[src/rtl/spi_pkg.sv]
`default_nettype none
// ============================================================================
//  Module      : spi_pkg
//  Description : Shared definitions for the multi-mode SPI master.
//                - spi_state_t : controller state encoding
//                - c_MODE0..3  : SPI mode numbers as {cpol, cpha}
//  Revision    : 1.0  initial release
// ============================================================================
package spi_pkg;

   typedef enum logic [2:0] {
      ST_IDLE  = 3'd0,
      ST_SETUP = 3'd1,
      ST_XFER  = 3'd2,
      ST_HOLD  = 3'd3,
      ST_PAUSE = 3'd4,
      ST_DONE  = 3'd5
   } spi_state_t;

   // SPI mode numbering, bit 1 = cpol, bit 0 = cpha
   localparam logic [1:0] c_MODE0 = 2'b00;
   localparam logic [1:0] c_MODE1 = 2'b01;
   localparam logic [1:0] c_MODE2 = 2'b10;
   localparam logic [1:0] c_MODE3 = 2'b11;

   // True when the mode samples MISO on the trailing SCLK edge
   function automatic logic sample_on_trail(input logic [1:0] mode);
      return (mode == c_MODE1) || (mode == c_MODE3);
   endfunction

endpackage
`default_nettype wire

[src/rtl/spi_sclk_gen.sv]
`default_nettype none
// ============================================================================
//  Module      : spi_sclk_gen
//  Description : SCLK half-period counter and toggle.
//  Ports       : clk, rstn      clock / async active-low reset
//                load           reload the counter with div (idle phases)
//                count_en       count half-periods
//                run            toggle sclk on each expiry and count edges
//                div            half-period minus one, in clk cycles
//                idle_lvl       sclk level whenever run is low
//                tick           half-period expiry strobe
//                lead_edge      strobe: this expiry makes a leading edge
//                trail_edge     strobe: this expiry makes a trailing edge
//                edge_cnt       edges already produced in the current run
//                sclk           SPI clock
//  Revision    : 1.0  initial release
// ============================================================================
module spi_sclk_gen #(
   parameter int CLKDIV_W = 8,
   parameter int EDGE_W   = 5
) (
   input  logic                clk,
   input  logic                rstn,
   input  logic                load,
   input  logic                count_en,
   input  logic                run,
   input  logic [CLKDIV_W-1:0] div,
   input  logic                idle_lvl,
   output logic                tick,
   output logic                lead_edge,
   output logic                trail_edge,
   output logic [EDGE_W-1:0]   edge_cnt,
   output logic                sclk
);

   logic [CLKDIV_W-1:0] r_cnt;
   logic                r_sclk;
   logic [EDGE_W-1:0]   r_edge_cnt;

   // Down-counter reloads from div at zero, so div at its maximum never wraps
   assign tick = count_en & ~load & (r_cnt == '0);

   always_ff @(posedge clk or negedge rstn) begin
      if (!rstn) begin
         r_cnt      <= '0;
         r_sclk     <= 1'b0;
         r_edge_cnt <= '0;
      end else begin
         if (load) begin
            r_cnt <= div;
         end else if (count_en) begin
            r_cnt <= (r_cnt == '0) ? div : (r_cnt - CLKDIV_W'(1));
         end

         if (!run) begin
            r_sclk     <= idle_lvl;
            r_edge_cnt <= '0;
         end else if (tick) begin
            r_sclk     <= ~r_sclk;
            r_edge_cnt <= r_edge_cnt + EDGE_W'(1);
         end
      end
   end

   // Edges alternate leading/trailing starting from the idle level
   assign lead_edge  = run & tick & ~r_edge_cnt[0];
   assign trail_edge = run & tick &  r_edge_cnt[0];
   assign edge_cnt   = r_edge_cnt;
   assign sclk       = r_sclk;

endmodule
`default_nettype wire

[src/rtl/spi_master_multi.sv]
`default_nettype none
// ============================================================================
//  Module      : spi_master_multi
//  Description : Full-duplex MSB-first SPI master, all four CPOL/CPHA modes,
//                runtime SCLK divider, NUM_CS chip selects. Each word is sent
//                as FRAMES_PER_WORD frames with csn released between frames.
//  Ports       : clk, rstn   clock / async active-low reset
//                locked      start is ignored while low
//                start       request pulse, accepted only when idle
//                cpol, cpha, clk_div, cs_sel, tx_data   latched at start
//                busy        transfer in progress
//                done        one-cycle pulse at word completion
//                rx_data     last completed received word
//                sclk, csn, mosi, miso   SPI bus
//  Revision    : 1.0  initial release
// ============================================================================
module spi_master_multi
   import spi_pkg::*;
#(
   parameter int  FRAME_BITS      = 16,
   parameter int  FRAMES_PER_WORD = 2,
   parameter int  NUM_CS          = 1,
   parameter int  CLKDIV_W        = 8,
   parameter int  PAUSE_CYCLES    = 2,
   localparam int WORD_BITS       = FRAME_BITS * FRAMES_PER_WORD,
   localparam int CS_W            = (NUM_CS > 1) ? $clog2(NUM_CS) : 1
) (
   input  logic                 clk,
   input  logic                 rstn,
   input  logic                 locked,
   input  logic                 start,
   input  logic                 cpol,
   input  logic                 cpha,
   input  logic [CLKDIV_W-1:0]  clk_div,
   input  logic [CS_W-1:0]      cs_sel,
   input  logic [WORD_BITS-1:0] tx_data,
   output logic                 busy,
   output logic                 done,
   output logic [WORD_BITS-1:0] rx_data,
   output logic                 sclk,
   output logic [NUM_CS-1:0]    csn,
   output logic                 mosi,
   input  logic                 miso
);

   localparam int EDGE_W  = $clog2(2 * FRAME_BITS);
   localparam int FRM_W   = (FRAMES_PER_WORD > 1) ? $clog2(FRAMES_PER_WORD) : 1;
   localparam int PAUSE_W = $clog2(PAUSE_CYCLES + 1);

   localparam logic [EDGE_W-1:0]  c_LAST_EDGE  = EDGE_W'(2 * FRAME_BITS - 1);
   localparam logic [FRM_W-1:0]   c_LAST_FRAME = FRM_W'(FRAMES_PER_WORD - 1);
   localparam logic [PAUSE_W-1:0] c_PAUSE_END  = PAUSE_W'(PAUSE_CYCLES - 1);

   spi_state_t r_state;
   spi_state_t w_state_nxt;

   logic                 r_cpol;
   logic                 r_cpha;
   logic [CLKDIV_W-1:0]  r_div;
   logic [CS_W-1:0]      r_cs;
   logic [WORD_BITS-1:0] r_tx;
   logic [WORD_BITS-1:0] r_rx;
   logic [WORD_BITS-1:0] r_rx_data;
   logic                 r_mosi;
   logic [FRM_W-1:0]     r_frame;
   logic [PAUSE_W-1:0]   r_pause;

   logic                 w_accept;
   logic                 w_tick;
   logic                 w_lead;
   logic                 w_trail;
   logic [EDGE_W-1:0]    w_edge_cnt;
   logic                 w_last_edge;
   logic                 w_pause_end;
   logic                 w_sample;
   logic                 w_drive;
   logic                 w_trail_mode;
   logic                 w_frame_active;
   logic                 w_gen_load;
   logic                 w_gen_count;
   logic                 w_gen_run;
   logic [CLKDIV_W-1:0]  w_gen_div;
   logic                 w_idle_lvl;

   assign w_accept       = (r_state == ST_IDLE) & start & locked;
   assign w_frame_active = (r_state == ST_SETUP) | (r_state == ST_XFER) | (r_state == ST_HOLD);
   assign w_last_edge    = w_trail & (w_edge_cnt == c_LAST_EDGE);
   assign w_pause_end    = (r_state == ST_PAUSE) & (r_pause == c_PAUSE_END);

   // While idle the counter tracks the live divider so the first half-period
   // after start already uses the value latched on that same edge.
   assign w_gen_load  = (r_state == ST_IDLE) | (r_state == ST_PAUSE);
   assign w_gen_count = w_frame_active;
   assign w_gen_run   = (r_state == ST_XFER);
   assign w_gen_div   = (r_state == ST_IDLE) ? clk_div : r_div;
   assign w_idle_lvl  = w_accept ? cpol : r_cpol;

   spi_sclk_gen #(
      .CLKDIV_W (CLKDIV_W),
      .EDGE_W   (EDGE_W)
   ) u_sclk_gen (
      .clk        (clk),
      .rstn       (rstn),
      .load       (w_gen_load),
      .count_en   (w_gen_count),
      .run        (w_gen_run),
      .div        (w_gen_div),
      .idle_lvl   (w_idle_lvl),
      .tick       (w_tick),
      .lead_edge  (w_lead),
      .trail_edge (w_trail),
      .edge_cnt   (w_edge_cnt),
      .sclk       (sclk)
   );

   // cpha=0: a bit is presented at frame setup and after every trailing edge
   // except the last one of the frame (the next frame's setup presents it).
   // cpha=1: every leading edge presents the next bit.
   assign w_trail_mode = sample_on_trail({r_cpol, r_cpha});
   assign w_sample     = w_trail_mode ? w_trail : w_lead;
   assign w_drive      = w_trail_mode ? w_lead
                                      : ((w_trail & ~w_last_edge) | w_pause_end);

   // ---------------------------------------------------------------- FSM
   always_ff @(posedge clk or negedge rstn) begin
      if (!rstn) begin
         r_state <= ST_IDLE;
      end else begin
         r_state <= w_state_nxt;
      end
   end

   always_comb begin
      w_state_nxt = r_state;
      case (r_state)
         ST_IDLE:  if (w_accept)    w_state_nxt = ST_SETUP;
         ST_SETUP: if (w_tick)      w_state_nxt = ST_XFER;
         ST_XFER:  if (w_last_edge) w_state_nxt = ST_HOLD;
         ST_HOLD:  if (w_tick)      w_state_nxt = (r_frame == c_LAST_FRAME) ? ST_DONE : ST_PAUSE;
         ST_PAUSE: if (w_pause_end) w_state_nxt = ST_SETUP;
         ST_DONE:                   w_state_nxt = ST_IDLE;
         default:                   w_state_nxt = ST_IDLE;
      endcase
   end

   // ---------------------------------------------------------- datapath
   always_ff @(posedge clk or negedge rstn) begin
      if (!rstn) begin
         r_cpol    <= 1'b0;
         r_cpha    <= 1'b0;
         r_div     <= '0;
         r_cs      <= '0;
         r_tx      <= '0;
         r_rx      <= '0;
         r_rx_data <= '0;
         r_mosi    <= 1'b0;
         r_frame   <= '0;
         r_pause   <= '0;
      end else begin
         if (w_accept) begin
            r_cpol <= cpol;
            r_cpha <= cpha;
            r_div  <= clk_div;
            r_cs   <= cs_sel;
         end

         // r_tx[MSB] is always the next bit to place on mosi
         if (w_accept) begin
            r_tx   <= cpha ? tx_data : {tx_data[WORD_BITS-2:0], 1'b0};
            r_mosi <= cpha ? 1'b0 : tx_data[WORD_BITS-1];
         end else if (w_drive) begin
            r_tx   <= {r_tx[WORD_BITS-2:0], 1'b0};
            r_mosi <= r_tx[WORD_BITS-1];
         end else if (r_state == ST_DONE) begin
            r_mosi <= 1'b0;
         end

         if (w_sample) begin
            r_rx <= {r_rx[WORD_BITS-2:0], miso};
         end

         if (w_accept) begin
            r_frame <= '0;
         end else if ((r_state == ST_HOLD) && w_tick && (r_frame != c_LAST_FRAME)) begin
            r_frame <= r_frame + FRM_W'(1);
         end

         if (r_state == ST_PAUSE) begin
            r_pause <= r_pause + PAUSE_W'(1);
         end else begin
            r_pause <= '0;
         end

         if (r_state == ST_DONE) begin
            r_rx_data <= r_rx;
         end
      end
   end

   // ------------------------------------------------------------ outputs
   // An out-of-range cs_sel matches no index, so no select is driven low.
   for (genvar i = 0; i < NUM_CS; i++) begin : g_csn
      assign csn[i] = ~(w_frame_active && (r_cs == CS_W'(i)));
   end

   assign busy    = (r_state != ST_IDLE);
   assign done    = (r_state == ST_DONE);
   assign rx_data = r_rx_data;
   assign mosi    = r_mosi;

endmodule
`default_nettype wire
[config.mk]
export PLATFORM = sky130hd
export DESIGN_NAME = spi_master_multi
export DESIGN_NICKNAME = d
export VERILOG_FILES = /design/src/rtl/spi_pkg.sv /design/src/rtl/spi_sclk_gen.sv /design/src/rtl/spi_master_multi.sv
export SDC_FILE = /design/constraint.sdc
export NUM_CORES = 1
export LEC_CHECK = 0
export ABC_AREA = 1
export CAP_MARGIN = 20
export CORE_MARGIN = 2
export CORE_UTILIZATION = 30
export DETAILED_ROUTE_END_ITERATION = 10
export PLACE_DENSITY = 0.54
export SETUP_SLACK_MARGIN = 0.4
export SLEW_MARGIN = 30
export SYNTH_ARGS = -nofsm -noshare
export SYNTH_HDL_FRONTEND = slang
export SYNTH_SLANG_ARGS = --single-unit
[constraint.sdc]
create_clock -name clk -period 2 [get_ports clk]
set_clock_uncertainty 0.05 [all_clocks]
set_input_delay 0.4 -clock clk [delete_from_list [all_inputs] [get_ports clk]]
set_output_delay 0.4 -clock clk [all_outputs]
set_load 0.005 [all_outputs]
==> flow_metrics.py, run 1 <==
metrics = {
    "run_status": {
        "status": "finished clean",
    },
    "power": {
        "finalPower_mw": 11.12,
        "clkPwrFrac_pct": 28.9,
        "p_int_mw": 7.255,
        "p_per_area_mw_per_mm2": 1208,
        "ir_worst_vdd_mv": 0.6310,
        "pwr-share-comb_pct": 40.0,
        "switching_power_mw": 3.869,
        "swShare_pct": 34.78,
        "power_leakage_nw": 4.866,
        "seq_power_share_pct": 31.1,
    },
    "global_routing": {
        "gr-total-overflow": 0,
        "grtUsageTotal_pct": 15.11,
        "grt_max_degree": 66,
        "grt_pass1_vias": 5030,
        "grt_pass1_wl_mm": 24.79,
        "antenna_found_initial": 1,
    },
    "place": {
        "gp_congestion": 0.7676,
        "dp_hpwl_mm": 9.437,
        "place_area_mm2": 0.007227,
        "portBuffers": 84,
        "dp.cells": 1055,
    },
    "critical_path": {
        "cp_cell_sequence": "nor2_4, buf_6, nand2_8, nor2_4, buf_6, buf_12, buf_16, o22ai_2, nor2_1, nand2_2, nand2_1",
        "worstPathRequired_ps": 2310,
        "start_kind": "register",
        "critPathArrivalTime_ps": 2140,
        "slowest_delay_ps": 400,
        "startpoint": "r_state[1]",
        "crit_slowest_cell": "dfrtp_1",
        "crit_path_end_kind": "register",
        "path_class": "register to register",
        "r2r-start": "r_state[1]",
        "crit_fanout": 8,
    },
    "cts": {
        "root_buffer": "clkbuf_16",
        "htree_levels": 4,
        "cts_buffers": 17,
        "cts_sinks": 128,
        "clk_latency_ps": 420,
        "cts_tree": "done",
        "clk_pin_slew_ps": 60,
        "clockBufferDepth": 2,
    },
    "die": {
        "die_y_um": 143.6,
        "ioPinCount": 85,
        "die-area_mm2": 0.02063,
        "die_w_um": 143.6,
        "start_util_pct": 30.35,
        "rows": 51,
        "coreArea_mm2": 0.01927,
    },
    "yosys": {
        "synthArstFlopShare_pct": 100.0,
        "yosysTopAreaCell": "dfrtp_1",
        "ys_top_cells_by_area": "dfrtp_1 55%, nand2_1 13%, o21ai_0 5.0%",
        "synth_top_area_share_pct": 54.76,
        "ys_ff_latch": 128,
        "synth-main-ff-cell": "dfrtp_1",
        "yosysMostFrequentCell": "nand2_1",
        "synth-seq-area-share_pct": 54.76,
        "yosysWarnings": 0,
        "synth_edf_count": 0,
        "syn-cell-area_mm2": 0.005849,
        "syn_inst": 712,
        "yosysUniqueCellTypes": 29,
        "synth_fp_nets": 765,
        "syn_area_per_cell_um2": 8.215,
        "netlist_top_cells_count": "200 x nand2_1, 128 x dfrtp_1, 70 x nor2_1",
    },
    "timing": {
        "relSlewSlack_pct": 69.03,
        "finalCriticalPeriod_ps": 1832,
        "maxSlewViolCount": 0,
        "fmax_mhz": 545.9,
        "worstMarginPinSlew_ps": 464.6,
        "rsz0062_at_grt": "yes",
        "finalSetupTns_ps": 0,
        "finalSetupViolations": 0,
        "finalHoldViolCount": 0,
        "period_share_pct": 91.59,
    },
    "routing": {
        "drtPass1Iterations": 4,
        "routed_wl_mm": 16.25,
        "drc_errors": 0,
        "ant_nets": 0,
        "drt_iter0_drc": 218,
        "vias": 5266,
        "post_drt_wl_per_cell_um": 14.15,
        "via_per_inst": 4.583,
    },
    "hold_path": {
        "hold_path_class": "register to register",
        "worstHoldStart": "r_pause[0]",
    },
    "layout": {
        "area_growth_pct": 57.45,
        "final_cell_area_mm2": 0.009210,
        "drive_gt1_share_pct": 27.49,
        "fillers": 1820,
        "final_cells": 1149,
        "layout.nets": 924,
        "post-route-util_pct": 47.79,
        "diodes": 0,
    },
    "flow_run": {
        "maxCapViolations": 0,
    },
}
cell type report:
cell class                      instances  area (um2)  area share (%)
Clock inverter                         12       157.7           1.712
Tap cell                              265       331.6           3.600
Multi-Input combinational cell        479        2684           29.14
Timing Repair inverter                  2       20.02          0.2174
Sequential cell                       128        3208           34.83
Timing Repair Buffer                  174        2074           22.52
Inverter                               69       277.8           3.016
Clock buffer                           20       456.7           4.959
through the flow:
stage | hold slack, ps | setup slack (ps)
floorplan | 54.41 | 326.7
global placement | 319.9 | 86.25
detailed placement | 319.7 | 72.09
CTS | 383.5 | 186.1
global route | 393.1 | 91.46
finish | 382.1 | 168.3
layer usage:
| metal | up-vias | GRT usage (%) | wire (um) |
|---|---|---|---|
| met2 | 105 | 24.14 | 7784 |
| met1 | 2502 | 20.53 | 7559 |
| met3 | 15 | 3.965 | 757 |
| met4 | 2 | 3.664 | 138 |
| li1 | 2642 | - | - |
| met5 | - | 0 | 13 |
final timing paths:
check | endpoint | slack, ps | depth (start not counted)
min | r_pause[0] | 380 | 1
max | r_tx[24] | 170 | 11
max reg2reg | r_tx[24] | 170 | 11
min in group asynchronous | r_tx[30] | 440 | 2
min reg2reg | r_pause[0] | 380 | 1
max in group asynchronous | rx_data[30] | 880 | 3
flip-flops by register name, indices dropped and copies added (netlist names), 2 cells and up:
register / cells
u_sclk_gen.edge_cnt: 5
r_state: 3
r_div: 8
rx_data: 32
r_tx: 32
u_sclk_gen.r_cnt: 8
r_pause: 2
r_rx: 32
power groups by stage:
stage                     combinational [mW]  clock (mW)  sequential, mW
final                                   4.45        3.22            3.46
after global routing                    4.88        3.41            3.51
after CTS                               3.60        3.28            3.43
after detailed placement                3.03           0            3.46
after global placement                  3.01           0            3.46
after floorplan                         2.02           0            3.41
cell families after synthesis:
family,after synthesis,synth area share [%]
simple gates,333,23.40
compound gates,134,12.71
flops,128,54.76
buf+inv,105,7.016
xor+xnor,7,1.048
fa+ha+maj,5,1.070
worst max-delay path, delay by kind of cell, from the launching register on:
family                 cells  cell delay [ps]
AO/OA/AOI/OAI              1               70
buffers and inverters      4              560
flip-flops                 1              400
AND/OR/NAND/NOR            6              680
what timing repair did:
item                                   in CTS  in global routing
hold buffers                                1                  0
cloned                                      4                 12
setup buffers                              24                 21
endpoints found under the hold margin      42                  0
pin swaps                                  17                 22
setup endpoints to repair                 131                131
gates resized for setup                    73                154
placed cells by master, fill, tap and decap left out, types with 4 or more instances in the layout:
cell type,synthesis,routed
nand2_2,0,44
dfrtp_2,0,4
clkbuf_16,0,26
o21ai_0,59,42
nand2_1,200,143
nor2_1,70,56
o21ai_2,1,10
inv_2,2,8
clkdlybuf4s50_1,0,46
buf_12,0,14
o22ai_1,27,21
nand4_1,5,5
dlymetal6s2s_1,0,34
clkinvlp_4,0,4
nor2_4,2,6
xor2_1,4,4
nand2_4,0,11
o22ai_2,0,4
nand3_1,49,48
buf_4,0,45
inv_1,67,57
dfrtp_1,128,124
buf_6,0,18
o211ai_1,11,11
nor2_2,1,11
o21ai_1,29,35
(Power assumes the default switching activity.)
==> run 2, diff against run 1 <==
--- a/config.mk
+++ b/config.mk
@@ -12,7 +12,7 @@
 export DETAILED_ROUTE_END_ITERATION = 10
 export PLACE_DENSITY = 0.54
 export SETUP_SLACK_MARGIN = 0.4
-export SLEW_MARGIN = 30
+export SLEW_MARGIN = 20
 export SYNTH_ARGS = -nofsm -noshare
 export SYNTH_HDL_FRONTEND = slang
 export SYNTH_SLANG_ARGS = --single-unit
==> results of run 2 <==
Same layout as run 1: the final DEF is identical, and so are final timing and power.
==> run 3, diff against run 2 <==
--- a/config.mk
+++ b/config.mk
@@ -5,8 +5,9 @@
 export SDC_FILE = /design/constraint.sdc
 export NUM_CORES = 1
 export LEC_CHECK = 0
-export ABC_AREA = 1
+export ABC_AREA = 0
 export CAP_MARGIN = 20
+export CORE_ASPECT_RATIO = 1.5
 export CORE_MARGIN = 2
 export CORE_UTILIZATION = 30
 export DETAILED_ROUTE_END_ITERATION = 10
@@ -15,4 +16,5 @@
 export SLEW_MARGIN = 20
 export SYNTH_ARGS = -nofsm -noshare
 export SYNTH_HDL_FRONTEND = slang
+export SYNTH_HIERARCHICAL = 1
 export SYNTH_SLANG_ARGS = --single-unit
==> run 3 against run 2 <==
- synthesized cell count is 10% lower
- sequential share of layout area is 0.56 points higher
- cell count is 8.0% lower
- critical path depth is 1 lower
- clock power is 7.5% lower
- global-route usage is 0.87 points lower
- sequential power is 25% lower
- non-clock buffer count is 7 lower
- the flow now finishes with violations (setup timing)
- count of clock-buffer cells in the layout is 3 lower
- first-iteration DRC count is 8.3% higher
- combinational power is 95% lower
- flip-flop and latch count stayed put
==> flow_metrics.py, run 3 <==
metrics = {
    "global_routing": {
        "globalRouteMet2Util_pct": 25.01,
        "use_met3_pct": 2.767,
        "grtUsageTotal_pct": 14.24,
        "busiest_layer": "met2",
        "grt_pass1_wl_mm": 25.46,
        "grt_max_degree": 40,
        "grt_pass1_vias": 5276,
        "gr-total-overflow": 0,
        "antenna_found_initial": 0,
        "use_met1_pct": 16.55,
    },
    "yosys": {
        "yosysUniqueCellTypes": 63,
        "synthArstFlopShare_pct": 100.0,
        "ys_ff_latch": 128,
        "synth_compound_area_share_pct": 14.33,
        "synth_edf_count": 0,
        "synth_top_area_share_pct": 49.84,
        "yosysTopAreaCell": "dfrtp_1",
        "synth_top_family_by_area": "simple AND/OR/NAND/NOR gates",
        "synth-seq-area-share_pct": 49.84,
        "yosys.area_share.simple_pct": 23.25,
        "netlist_top_cells_count": "192 x nand2_1, 128 x dfrtp_1, 34 x nand4_1",
        "synth_xor_area_share_pct": 0.4089,
        "synth_fp_nets": 690,
        "syn_area_per_cell_um2": 10.07,
        "yosysMostFrequentCell": "nand2_1",
        "synth.mux.area_fraction_pct": 5.919,
        "syn-cell-area_mm2": 0.006426,
        "yosysWarnings": 6,
        "synth-adder-area-share_pct": 0.7788,
        "ys_top_cells_by_area": "dfrtp_1 50%, nand2_1 11%, o211ai_2 5.8%",
        "syn_inst": 638,
        "synth-main-ff-cell": "dfrtp_1",
    },
    "die": {
        "ioPinCount": 85,
        "start_util_pct": 30.51,
        "die_y_um": 183.3,
        "die_w_um": 123.5,
        "die-area_mm2": 0.02263,
        "coreArea_mm2": 0.02106,
        "rows": 65,
    },
    "layout": {
        "area_growth_pct": 40.99,
        "drive_gt1_share_pct": 35.74,
        "layout.nets": 828,
        "final_common_cell": "nand2_1",
        "diodes": 0,
        "fillers": 2013,
        "layout_common_cells": "154 x nand2_1, 125 x dfrtp_1, 46 x clkdlybuf4s50_1, 43 x buf_4",
        "final_cell_area_mm2": 0.009060,
        "post-route-util_pct": 43.01,
    },
    "critical_path": {
        "slowest_delay_ps": 360,
        "reg2reg_slack_ps": -150,
        "start_kind": "register",
        "path_class": "register to register",
        "crit_slowest_cell": "dfrtp_1",
        "cp_cell_sequence": "inv_2, ha_1, nor3b_4, nand4b_4, inv_2, and3_4, buf_6, mux2i_4, buf_12, mux2_2",
        "worstPathRequired_ps": 2250,
        "r2r-start": "u_sclk_gen/r_cnt[0]",
        "critPathArrivalTime_ps": 2400,
        "crit_path_end_kind": "register",
        "path_common_cell": "inv_2",
        "crit_fanout": 32,
        "r2r-end": "r_rx[2]",
        "worstRegToRegCells": 10,
    },
    "routing": {
        "drt_iter0_drc": 236,
        "post_drt_wl_per_cell_um": 14.78,
        "drtPass1Iterations": 4,
        "via_per_inst": 4.889,
        "routed_wl_mm": 15.62,
        "vias": 5168,
        "drc_errors": 0,
        "ant_nets": 0,
    },
    "power": {
        "ir_worst_vdd_mv": 0.4293,
        "p_per_area_mw_per_mm2": 640.7,
        "power_leakage_nw": 4.392,
    },
    "cts": {
        "htree_levels": 4,
        "cts_buffers": 17,
        "root_buffer": "clkbuf_16",
        "clk_pin_slew_ps": 60,
        "clk_latency_ps": 420,
        "cts_sinks": 128,
        "cts_tree": "done",
        "clockBufferDepth": 2,
    },
    "flow_run": {
        "maxCapViolations": 0,
    },
    "timing": {
        "finalSetupViolations": 64,
        "rsz0062_at_grt": "yes",
        "maxSlewViolCount": 0,
        "finalSetupTns_ps": -7516,
        "layout_setup_ws_ps": -147.1,
        "fmax_mhz": 465.7,
        "finalHoldViolCount": 0,
        "relSlewSlack_pct": 72.58,
        "period_share_pct": 107.4,
        "worstMarginPinSlew_ps": 411.2,
        "finalCriticalPeriod_ps": 2147,
    },
    "run_status": {
        "status": "complete, but fails checks",
        "violations": "setup timing",
    },
    "place": {
        "dp_hpwl_mm": 10.40,
        "portBuffers": 84,
        "gp_congestion": 0.7943,
        "place_area_mm2": 0.007875,
    },
    "hold_path": {
        "hold_path_class": "input pin to async pin",
    },
}
-- run 3: cells by family after synthesis --
family	Yosys count
fa+ha+maj	4
compound gates	103
xor+xnor	3
flops	128
simple gates	305
buf+inv	61
mux	34
-- run 3: worst max path at each step --
stage,startpoint,endpoint,slack [ps],cells after the start
after floorplan,u_sclk_gen/r_cnt[0],r_tx[10],-310,12
after global placement,u_sclk_gen/r_cnt[0],r_rx[18],-110,10
after detailed placement,u_sclk_gen/r_cnt[0],r_tx[24],-190,9
after CTS,u_sclk_gen/r_cnt[0],r_rx[2],-150,10
after global routing,u_sclk_gen/r_cnt[1],r_tx[1],-240,11
final,u_sclk_gen/r_cnt[0],r_rx[2],-150,10
-- run 3: cell type report --
cell class	count	area, um2	area share, %
Sequential cell	128	3207	35.40
Multi-Input combinational cell	449	3163	34.91
Timing Repair Buffer	167	1737	19.17
Clock buffer	17	425.4	4.695
Tap cell	268	335.3	3.701
Clock inverter	15	142.6	1.574
Inverter	13	50.05	0.5524
-- run 3: power breakdown --
group	internal [mW]	switching (mW)	total [mW]
registers	2.59	0.000682	2.59
clock network	1.65	1.33	2.98
logic	0.123	0.110	0.233
-- run 3: repair_timing --
item | 4_1_cts | 5_1_grt
resized for setup | 83 | 73
setup endpoints to repair | 161 | 107
setup buffers | 22 | 9
pin swaps | 17 | 52
hold buffers | 1 | 0
hold endpoints to repair | 15 | 0
-- run 3: metal layers --
metal  vias up  share of wire [%]
met2        92                 53
met4         0                2.0
li1       2505                  -
met5         -                  0
met1      2552                 42
met3        19                2.5
-- run 3: worst max-delay path: cells and delay by family, from the launching register on --
kind / cells / cell delay [ps]
buffers and inverters: 4 / 440
multiplexers: 2 / 510
AND/OR/NAND/NOR: 3 / 460
adder cells (fa/ha/maj): 1 / 190
flip-flops: 1 / 360
-- run 3: metrics by stage --
stage | hold slack (ps) | total power [mW] | setup slack (ps) | std cells
global placement | 259.9 | 2.866 | -109.1 | 993
detailed placement | 264.3 | 2.870 | -185.5 | 993
floorplan | 54.41 | 2.682 | -308.4 | 638
global route | 380.6 | 6.035 | -238.3 | 1057
CTS | 362.2 | 5.878 | -145.4 | 1048
finish | 365.1 | 5.805 | -147.1 | 1057
